[config.mk]
export PLATFORM = sky130hd
export DESIGN_NAME = time_mux_7seg_driver
export DESIGN_NICKNAME = d
export VERILOG_FILES = /design/src/rtl/time_mux_7seg_pkg.sv /design/src/rtl/seg7_decoder.sv /design/src/rtl/time_mux_7seg_driver.sv
export SDC_FILE = /design/constraint.sdc
export NUM_CORES = 1
export LEC_CHECK = 0
export BUFFER_PORTS_ARGS = -buffer_cell sky130_fd_sc_hd__buf_4
export CORE_ASPECT_RATIO = 1.2
export CORE_MARGIN = 2
export CORE_UTILIZATION = 50
export CTS_BUF_LIST = sky130_fd_sc_hd__clkbuf_8
export DETAILED_ROUTE_END_ITERATION = 8
export PLACE_DENSITY = 0.79
export SKIP_CTS_REPAIR_TIMING = 1
export SYNTH_ARGS = -nofsm -noshare
export SYNTH_HDL_FRONTEND = slang
export SYNTH_SLANG_ARGS = --single-unit
export TNS_END_PERCENT = 20
[constraint.sdc]
create_clock -name clk -period 5 [get_ports clk]
set_input_delay 1.25 -clock clk [delete_from_list [all_inputs] [get_ports clk]]
set_output_delay 1.25 -clock clk [all_outputs]
set_load 0.01 [all_outputs]
[src/rtl/time_mux_7seg_pkg.sv]
// ============================================================================
// Module   : time_mux_7seg_pkg
// Purpose  : Segment glyph constants and digit count for the 7-seg scan driver
// Revision : 1.0  initial release
// ============================================================================
`default_nettype none

package time_mux_7seg_pkg;

  localparam int NUM_DIGITS = 4;
  localparam int IDX_W      = $clog2(NUM_DIGITS);

  // Bit order is {g,f,e,d,c,b,a}; 1 = segment lit
  localparam logic [6:0] SEG_0     = 7'h3F;
  localparam logic [6:0] SEG_1     = 7'h06;
  localparam logic [6:0] SEG_2     = 7'h5B;
  localparam logic [6:0] SEG_3     = 7'h4F;
  localparam logic [6:0] SEG_4     = 7'h66;
  localparam logic [6:0] SEG_5     = 7'h6D;
  localparam logic [6:0] SEG_6     = 7'h7D;
  localparam logic [6:0] SEG_7     = 7'h07;
  localparam logic [6:0] SEG_8     = 7'h7F;
  localparam logic [6:0] SEG_9     = 7'h6F;
  localparam logic [6:0] SEG_A     = 7'h77;
  localparam logic [6:0] SEG_B     = 7'h7C;
  localparam logic [6:0] SEG_C     = 7'h39;
  localparam logic [6:0] SEG_D     = 7'h5E;
  localparam logic [6:0] SEG_E     = 7'h79;
  localparam logic [6:0] SEG_F     = 7'h71;
  localparam logic [6:0] SEG_BLANK = 7'h00;

endpackage

`default_nettype wire

[src/rtl/seg7_decoder.sv]
// ============================================================================
// Module   : seg7_decoder
// Purpose  : Combinational nibble-to-segment decoder; hex glyphs for A-F only
//            when TIME_MUX_7SEG_HEX_EN is defined, otherwise A-F are blank
// Revision : 1.0  initial release
// ============================================================================
`default_nettype none

module seg7_decoder
  import time_mux_7seg_pkg::*;
(
  input  logic [3:0] nibble,
  output logic [6:0] seg
);

  always_comb begin
    seg = SEG_BLANK;
    case (nibble)
      4'h0: seg = SEG_0;
      4'h1: seg = SEG_1;
      4'h2: seg = SEG_2;
      4'h3: seg = SEG_3;
      4'h4: seg = SEG_4;
      4'h5: seg = SEG_5;
      4'h6: seg = SEG_6;
      4'h7: seg = SEG_7;
      4'h8: seg = SEG_8;
      4'h9: seg = SEG_9;
`ifdef TIME_MUX_7SEG_HEX_EN
      4'hA: seg = SEG_A;
      4'hB: seg = SEG_B;
      4'hC: seg = SEG_C;
      4'hD: seg = SEG_D;
      4'hE: seg = SEG_E;
      4'hF: seg = SEG_F;
`else
      default: seg = SEG_BLANK;
`endif
    endcase
  end

endmodule

`default_nettype wire

[src/rtl/time_mux_7seg_driver.sv]
// ============================================================================
// Module   : time_mux_7seg_driver
// Purpose  : Time-multiplexed 4-digit 7-segment driver with per-slot blanking;
//            optional hex glyphs via TIME_MUX_7SEG_HEX_EN
// Revision : 1.0  initial release
// ============================================================================
`default_nettype none

module time_mux_7seg_driver
  import time_mux_7seg_pkg::*;
#(
  parameter int DIGIT_CYCLES = 64,
  parameter int BLANK_CYCLES = 2
) (
  input  logic        clk,
  input  logic        rst,
  input  logic [15:0] digits_bcd,
  output logic [6:0]  seg,
  output logic [3:0]  digit_enable
);

  localparam int CNT_W = $clog2(DIGIT_CYCLES);

  logic [CNT_W-1:0] r_cnt;
  logic [IDX_W-1:0] r_idx;
  logic [3:0]       w_nibble;
  logic [6:0]       w_seg;
  logic             w_slot_end;
  logic             w_blank;

  assign w_slot_end = (r_cnt == CNT_W'(DIGIT_CYCLES - 1));
  assign w_blank    = ({1'b0, r_cnt} < (CNT_W + 1)'(BLANK_CYCLES));
  assign w_nibble   = 4'(digits_bcd >> {r_idx, 2'b00});

  seg7_decoder u_decoder (
    .nibble (w_nibble),
    .seg    (w_seg)
  );

  always_ff @(posedge clk) begin
    if (rst) begin
      r_cnt <= '0;
      r_idx <= '0;
    end else if (w_slot_end) begin
      r_cnt <= '0;
      r_idx <= r_idx + 1'b1;
    end else begin
      r_cnt <= r_cnt + 1'b1;
    end
  end

  // Outputs use the pre-update counters so the blank gap leads each slot
  always_ff @(posedge clk) begin
    if (rst || w_blank) begin
      seg          <= SEG_BLANK;
      digit_enable <= 4'h0;
    end else begin
      seg          <= w_seg;
      digit_enable <= 4'b0001 << r_idx;
    end
  end

endmodule

`default_nettype wire

[Word-level counts from Yosys, hierarchy flattened]
Memory sizes are Yosys's and may differ from the RTL's. A register that Yosys moved wholly into a read port is not among the register bits.
Index checks and enable logic that the tools add are counted.
Word-level totals
  register bits: 12
  ROM bits: 112
  bits of input ports: 18
  output and inout bits: 11
  memories kept: 1
Operators by class
  add/subtract/negate cells: 2
  $lt $le $gt $ge: 1
  eq/ne operators: 1
  shifts and indexed selects: 2
  reduce and logical (&&, ||, !) cells: 2
Memories
  (name not given): depth 16, bits a word 7, rd ports 1, clocked after Yosys merged registers in 1, wr ports 0, line seg7_decoder.sv:18  | case (nibble)
Operators by type and width (count)
  >> shifter 16 x 4 -> 4 bit: 1
  adder 6 x 1 -> 6 bit, second input constant: 1
  equality test 6 bit, second input constant: 1
  less-than comparator 6 x 2 -> 1 bit, second input constant: 1
  left shift 1 x 2 -> 4 bit, first input constant: 1
  adder 2 x 1 -> 2 bit, second input constant: 1
  OR reduction 2 bit: 1
  logical OR 1 bit: 1

[Depth between registers and ports, before layout]
Gate-level depths: netlist of the first run.
  depth after elaboration: 2
  depth in mapped cells: 8
  mapped depth without buffers: 7

[Modules after synthesis]
From an unflattened synthesis of the first run, not the netlist that was laid out.
Second synthesis, totals
  cells, all modules: 95
  area, all modules: 960.9 um^2
Modules (own cells, without submodules)
  time_mux_7seg_driver: times used 1, cells each 65, area each 743.2 um^2
  seg7_decoder: times used 1, cells each 30, area each 217.7 um^2

[Worst setup path after synthesis of the first run]
OpenSTA, ideal clock, no wires.
  kind: in2reg
  from: input port digits_bcd[13]
  to: register seg[3]
  data arrival time: 2.320 ns
  data required time: 4.881 ns
  path slack: 2.562 ns
  stages: 5
  path through: mux4_2 -> inv_1 -> ha_1 -> a21oi_1 -> o21ai_1
On the way
  cells in the longest elaborated chain, start to end: 1
Ends and longest elaborated chain
  start: declaration: line time_mux_7seg_driver.sv:17  | input logic [15:0] digits_bcd,
  >> shifter 16 x 4 -> 4 bit: line time_mux_7seg_driver.sv:33  | assign w_nibble = 4'(digits_bcd >> {r_idx, 2'b00});
  end: declaration: line time_mux_7seg_driver.sv:18  | output logic [6:0] seg,
Every way passes these cells.
A chain may end at the register's enable or synchronous reset.

[Worst setup path in the final report of the first run]
  from: input port digits_bcd[13]
  to: register seg[1]
The elaborated chain is that of the path after synthesis.

==> results.json, run 1 <==
{
  "first_pass_iters": 4,
  "hold_ws_ps": 455,
  "startpoint_type": "input pin",
  "crit_slowest_cell": "mux4_2",
  "drt_iter0_markers": 5,
  "pre_cts_ws_ps": 2330,
  "antenna_cells": 0,
  "synth_nets": 117,
  "drive_gt1_share_pct": 30.3,
  "synth_area_um2": 887,
  "finalSetupTns_ps": 0,
  "ant_nets": 0,
  "ir_drop_mv": 0.190,
  "rows": 16,
  "grt_pass1_vias": 774,
  "die_h_um": 50.1,
  "grt-ovfl-total": 0,
  "p_int_uw": 235,
  "die-area_um2": 2130,
  "fin_crit_sh_pct": 48.6,
  "worstSetupEndpoint": "seg[1]$_SDFF_PP0_",
  "finalPower_uw": 309,
  "cpMostUsedCell": "a21oi_1",
  "yosysWarningCount": 0,
  "via_count": 746,
  "areaGrowthSynthToFinish_pct": 29.6,
  "numCtsBuffers": 3,
  "initial_core_util_pct": 54.0,
  "rrSetupSlack_ps": 2960,
  "fin_cells": 140,
  "seq_power_share_pct": 51.7,
  "worst-setup-path-type": "input pin to flip-flop",
  "startpoint": "digits_bcd[13]",
  "vias_per_cell": 5.33,
  "fp.dieW_um": 42.5,
  "synth_top_area_share_pct": 42.9,
  "synth_cell_types": 22,
  "cts-htree-levels": 1,
  "fin_crit_ps": 2430,
  "wl_per_cell_um": 13.6,
  "track_usage_pct": 20.2,
  "crit_fanout": 6,
  "slew_headroom_pct": 68.9,
  "gp_congestion": 0.787,
  "timing.rr.start": "r_idx[0]$_SDFFE_PP0N_",
  "tightestPinTransition_ps": 466,
  "power.density_nw_per_um2": 269,
  "yosys.area.top_type": "dfxtp_1",
  "ys_ff_latch": 19,
  "cts_num_sinks": 19,
  "cts_tree": "yes",
  "leakagePower_uw": 0.000526,
  "min_from": "r_cnt[0]$_SDFF_PP0_",
  "grt_max_degree": 12,
  "power_frac_comb_pct": 13.9,
  "grt_antenna_before_repair": 0,
  "power_frac_clock_pct": 34.4,
  "synthTopCellsByArea": "dfxtp_1, mux4_2, ha_1, nor2_1, a21oi_1",
  "critPathMaxStageDelay_ps": 560,
  "hpwl_um": 1410,
  "required_ps": 5190,
  "layout.nets": 148,
  "core_area_um2": 1640,
  "synth_ff_type": "dfxtp_1",
  "synth-edff-count": 0,
  "finClkSkew_ps": 6.28,
  "hold_viol": 0,
  "p_sw_uw": 73.9,
  "rsz0062_at_grt": "false",
  "worst-r2r-cell-count": 6,
  "regToRegEndpoint": "seg[1]$_SDFF_PP0_",
  "end_kind": "flip-flop",
  "finalSetupViolations": 0,
  "yosysSeqAreaShare_pct": 42.9,
  "cp.arrival_ps": 2620,
  "setup_ws_ps": 2570,
  "post_synth.cell_area_avg_um2": 9.64,
  "clkTransAtPathRegs_ps": 70,
  "root_buffer": "clkbuf_8",
  "cp_cell_sequence": "buf_4 -> mux4_2 -> inv_1 -> ha_1 -> a21oi_1 -> a21oi_1 -> nor2_1",
  "boundaryPins": 29,
  "drcViolationCount": 0,
  "wirelength_um": 1900,
  "insertion_delay_ps": 260,
  "min_path_type": "flip-flop to flip-flop",
  "run_status": "completed",
  "grt_pass1_wl_um": 3240,
  "drv_cap": 0,
  "ctsLongestPathBuffers": 2,
  "placed_cells": 136,
  "synth-async-reset-ratio_pct": 0,
  "switching_share_pct": 23.9,
  "io_buffers": 28,
  "slew_viol_final": 0,
  "synthCells": 92,
  "max_freq_mhz": 412
}
cell usage in the layout (no fill, tap or decap):
cell type and instances:
clkinv_2 1, mux4_2 4, and3_1 2, nand2b_1 2
o21ai_1 2, o21ai_0 3, o21a_1 1, nand3_1 4
buf_4 28, ha_1 7, a21oi_1 10, xor2_1 4
nor2b_1 1, nand2_1 4, nor2_1 14, nand4_1 1
dfxtp_1 19, clkbuf_8 3, nor3_1 2, nor3b_2 1
inv_1 6, xnor2_1 2, a21o_1 1
layout make-up:
type,instances,area (um^2)
Clock buffer,3,41.3
Clock inverter,1,5.00
Fill cell,144,492
Inverter,6,22.5
Multi-Input combinational cell,65,468
Sequential cell,19,380
Tap cell,18,22.5
Timing Repair Buffer,28,210
cells by family after synthesis:
family	share of synthesized area (%)
xor gates and xnor gates	5.92
DFF	42.9
muxes	10.2
buffers and inverters	4.37
AOI/OAI and AO/OA	10.2
adders and majority gates	9.87
and+or+nand+nor	16.6
cells in the mapped netlist, types with 2 or more instances:
library cell and n:
o21ai_1 2, mux4_2 4, nor3_1 2, nand2_1 4
nand2b_1 2, nand3_1 4, inv_1 6, ha_1 7
dfxtp_1 19, a21oi_1 10, nor2_1 14, xor2_1 4
xnor2_1 2, o21ai_0 3, and3_1 2
stage by stage:
step	utilization, %	cell area (um^2)
after floorplan	-	887
after global placement	67.2	1100
after detailed placement	67.2	1100
after CTS	70.0	1150
after global routing	70.0	1150
final	70.0	1150
power by group through the flow:
stage | clock network, uW | registers, uW | logic [uW]
2_1_floorplan | 0 | 165 | 20.0
3_3_place_gp | 0 | 163 | 40.9
3_5_place_dp | 0 | 163 | 42.3
4_1_cts | 107 | 160 | 43.1
5_1_grt | 115 | 161 | 47.0
6_report | 106 | 160 | 42.8
routing by layer:
layer / track usage (%) / part of all wire (%) / vias up
met2: 39.5 / 57 / 13
li1: - / - / 373
met1: 20.5 / 39 / 356
met5: 0 / 0 / -
met3: 3.60 / 2.7 / 4
met4: 7.81 / 1.1 / 0
worst max-delay path: cells and delay by family:
family	cells	cell delay [ps]
muxes	1	560
AOI/OAI and AO/OA	2	190
buffers and inverters	2	280
adders and majority gates	1	270
and+or+nand+nor	1	80
worst min-delay path by stage:
stage,slack [ps],end,cells after the start
2_1_floorplan,420,r_cnt[0]$_SDFF_PP0_,1
3_3_place_gp,430,r_cnt[0]$_SDFF_PP0_,1
3_5_place_dp,450,r_cnt[0]$_SDFF_PP0_,1
4_1_cts,460,r_cnt[0]$_SDFF_PP0_,1
5_1_grt,490,r_cnt[0]$_SDFF_PP0_,1
6_report,450,r_cnt[0]$_SDFF_PP0_,1
flip-flops by register name, summed over array words and instances, names as in the netlist:
register / cells
digit_enable: 4
r_cnt: 6
r_idx: 2
seg: 7
No activity file was read; power rests on OpenSTA's default activity.
==> run 2: changes to the inputs <==
==> constraint.sdc (replaced) <==
create_clock -name clk -period 2.3 [get_ports clk]
set_input_delay 0.575 -clock clk [delete_from_list [all_inputs] [get_ports clk]]
set_output_delay 0.575 -clock clk [all_outputs]
set_load 0.01 [all_outputs]
==> results.json, run 2 (synthesized netlist as in run 1, its figures left out) <==
{
  "antenna_cells": 0,
  "multi_input_area_um2": 468,
  "fp.dieW_um": 42.5,
  "switching_share_pct": 23.6,
  "largest-register": "seg",
  "regToRegEndpoint": "seg[1]$_SDFF_PP0_",
  "drt_iter0_markers": 15,
  "min_from": "r_cnt[0]$_SDFF_PP0_",
  "via_count": 783,
  "timing.rr.start": "r_idx[0]$_SDFFE_PP0N_",
  "leakagePower_uw": 0.000537,
  "tightestPinTransition_ps": 459,
  "wirelength_um": 1890,
  "cts-htree-levels": 1,
  "track_usage_pct": 18.7,
  "run_status": "completed",
  "first_pass_iters": 4,
  "p_sw_uw": 158,
  "grt_pass1_wl_um": 3150,
  "end_kind": "flip-flop",
  "rsz0062_at_grt": "false",
  "slew_viol_final": 0,
  "final-seq-area_um2": 380,
  "seq_power_share_pct": 52.0,
  "power.density_nw_per_um2": 574,
  "insertion_delay_ps": 250,
  "gp_congestion": 0.798,
  "drcViolationCount": 0,
  "hold_path_end": "r_cnt[0]$_SDFF_PP0_",
  "clkTransAtPathRegs_ps": 70,
  "hold_depth": 1,
  "grt_max_degree": 12,
  "core_area_um2": 1640,
  "areaGrowthSynthToFinish_pct": 31.3,
  "ant_nets": 0,
  "rows": 16,
  "worst-setup-path-type": "flip-flop to flip-flop",
  "wl_per_cell_um": 13.3,
  "final_common_cell": "buf_4",
  "cp.arrival_ps": 2060,
  "initial_core_util_pct": 54.0,
  "rrSetupSlack_ps": 430,
  "grt-ovfl-total": 0,
  "vias_per_cell": 5.51,
  "finalPower_uw": 669,
  "root_buffer": "clkbuf_8",
  "hold_ws_ps": 450,
  "die_h_um": 50.1,
  "max_freq_mhz": 535,
  "finClkSkew_ps": 3.68,
  "fillCellCount": 141,
  "crit_fanout": 6,
  "finalSetupTns_ps": 0,
  "layout.nets": 150,
  "io_buffers": 28,
  "hold_viol": 0,
  "reg.largest.list": "seg (7), r_cnt (6), digit_enable (4)",
  "power_frac_comb_pct": 13.9,
  "numCtsBuffers": 3,
  "ctsLongestPathBuffers": 2,
  "drive_gt1_share_pct": 31.5,
  "required_ps": 2490,
  "fin_crit_sh_pct": 81.2,
  "p_int_uw": 511,
  "finalSetupViolations": 0,
  "worst-r2r-cell-count": 6,
  "boundaryPins": 29,
  "grt_antenna_before_repair": 0,
  "die-area_um2": 2130,
  "min_path_type": "flip-flop to flip-flop",
  "grt_pass1_vias": 765,
  "cts_tree": "yes",
  "mostFrequentLayoutCells": "buf_4, dfxtp_1, nor2_1",
  "hpwl_um": 1440,
  "fin_crit_ps": 1870,
  "power_frac_clock_pct": 34.1,
  "startpoint_type": "flip-flop",
  "ir_drop_mv": 0.597,
  "cts_num_sinks": 19,
  "drv_cap": 0,
  "slew_headroom_pct": 69.4,
  "largest_reg_flops": 7
}
-- run 2: cell types whose count changed in the layout (fill, tap and decap cells not counted) --
cell	before	now
buf_4	28	30
-- run 2: cell type report --
type                    count  share of cell area, %
multi-input cells          65                   40.2
clock inverters             1                  0.430
clock buffers               3                   3.54
flip-flops and latches     19                   32.7
repair buffers             30                   19.3
inverters                   6                   1.93
well taps                  18                   1.93
-- run 2: how the worst max path moves through the flow --
| stage | startpoint | to | slack (ps) |
|---|---|---|---|
| after global routing | r_idx[0]$_SDFFE_PP0N_ | seg[4]$_SDFF_PP0_ | 300 |
| final | r_idx[0]$_SDFFE_PP0N_ | seg[1]$_SDFF_PP0_ | 430 |
| after global placement | digits_bcd[13] | seg[1]$_SDFF_PP0_ | 300 |
| after CTS | r_idx[0]$_SDFFE_PP0N_ | seg[1]$_SDFF_PP0_ | 440 |
| after floorplan | digits_bcd[13] | seg[3]$_SDFF_PP0_ | 540 |
| after detailed placement | digits_bcd[13] | seg[1]$_SDFF_PP0_ | 290 |
-- run 2: power groups by stage --
stage | logic [uW] | registers (uW) | clock network [uW]
finish | 92.9 | 348 | 228
global route | 102 | 349 | 245
floorplan | 43.6 | 358 | 0
global placement | 89.7 | 355 | 0
detailed placement | 92.0 | 355 | 0
CTS | 93.4 | 348 | 229
-- run 2: critical path, cell delays in order (launching register included) --
cell	delay [ps]
dfxtp_1	440
mux4_2	630
inv_1	160
ha_1	270
a21oi_1	150
a21oi_1	60
nor2_1	90
-- run 2: layer usage --
layer	global-route usage, %	up-vias	part of all wire [%]
met5	0	-	0
met4	5.73	0	3.9
met3	1.80	12	4.1
met2	39.0	28	56
met1	18.6	365	36
li1	-	378	-
-- run 2: stage by stage --
step                util [%]  worst slack [ps]  area [um^2]  cells
floorplan                  -               537          887     92
global placement        68.1               301         1120    138
detailed placement      68.1               286         1120    138
CTS                     71.0               442         1160    142
global route            71.0               303         1160    142
finish                  71.0               432         1160    142
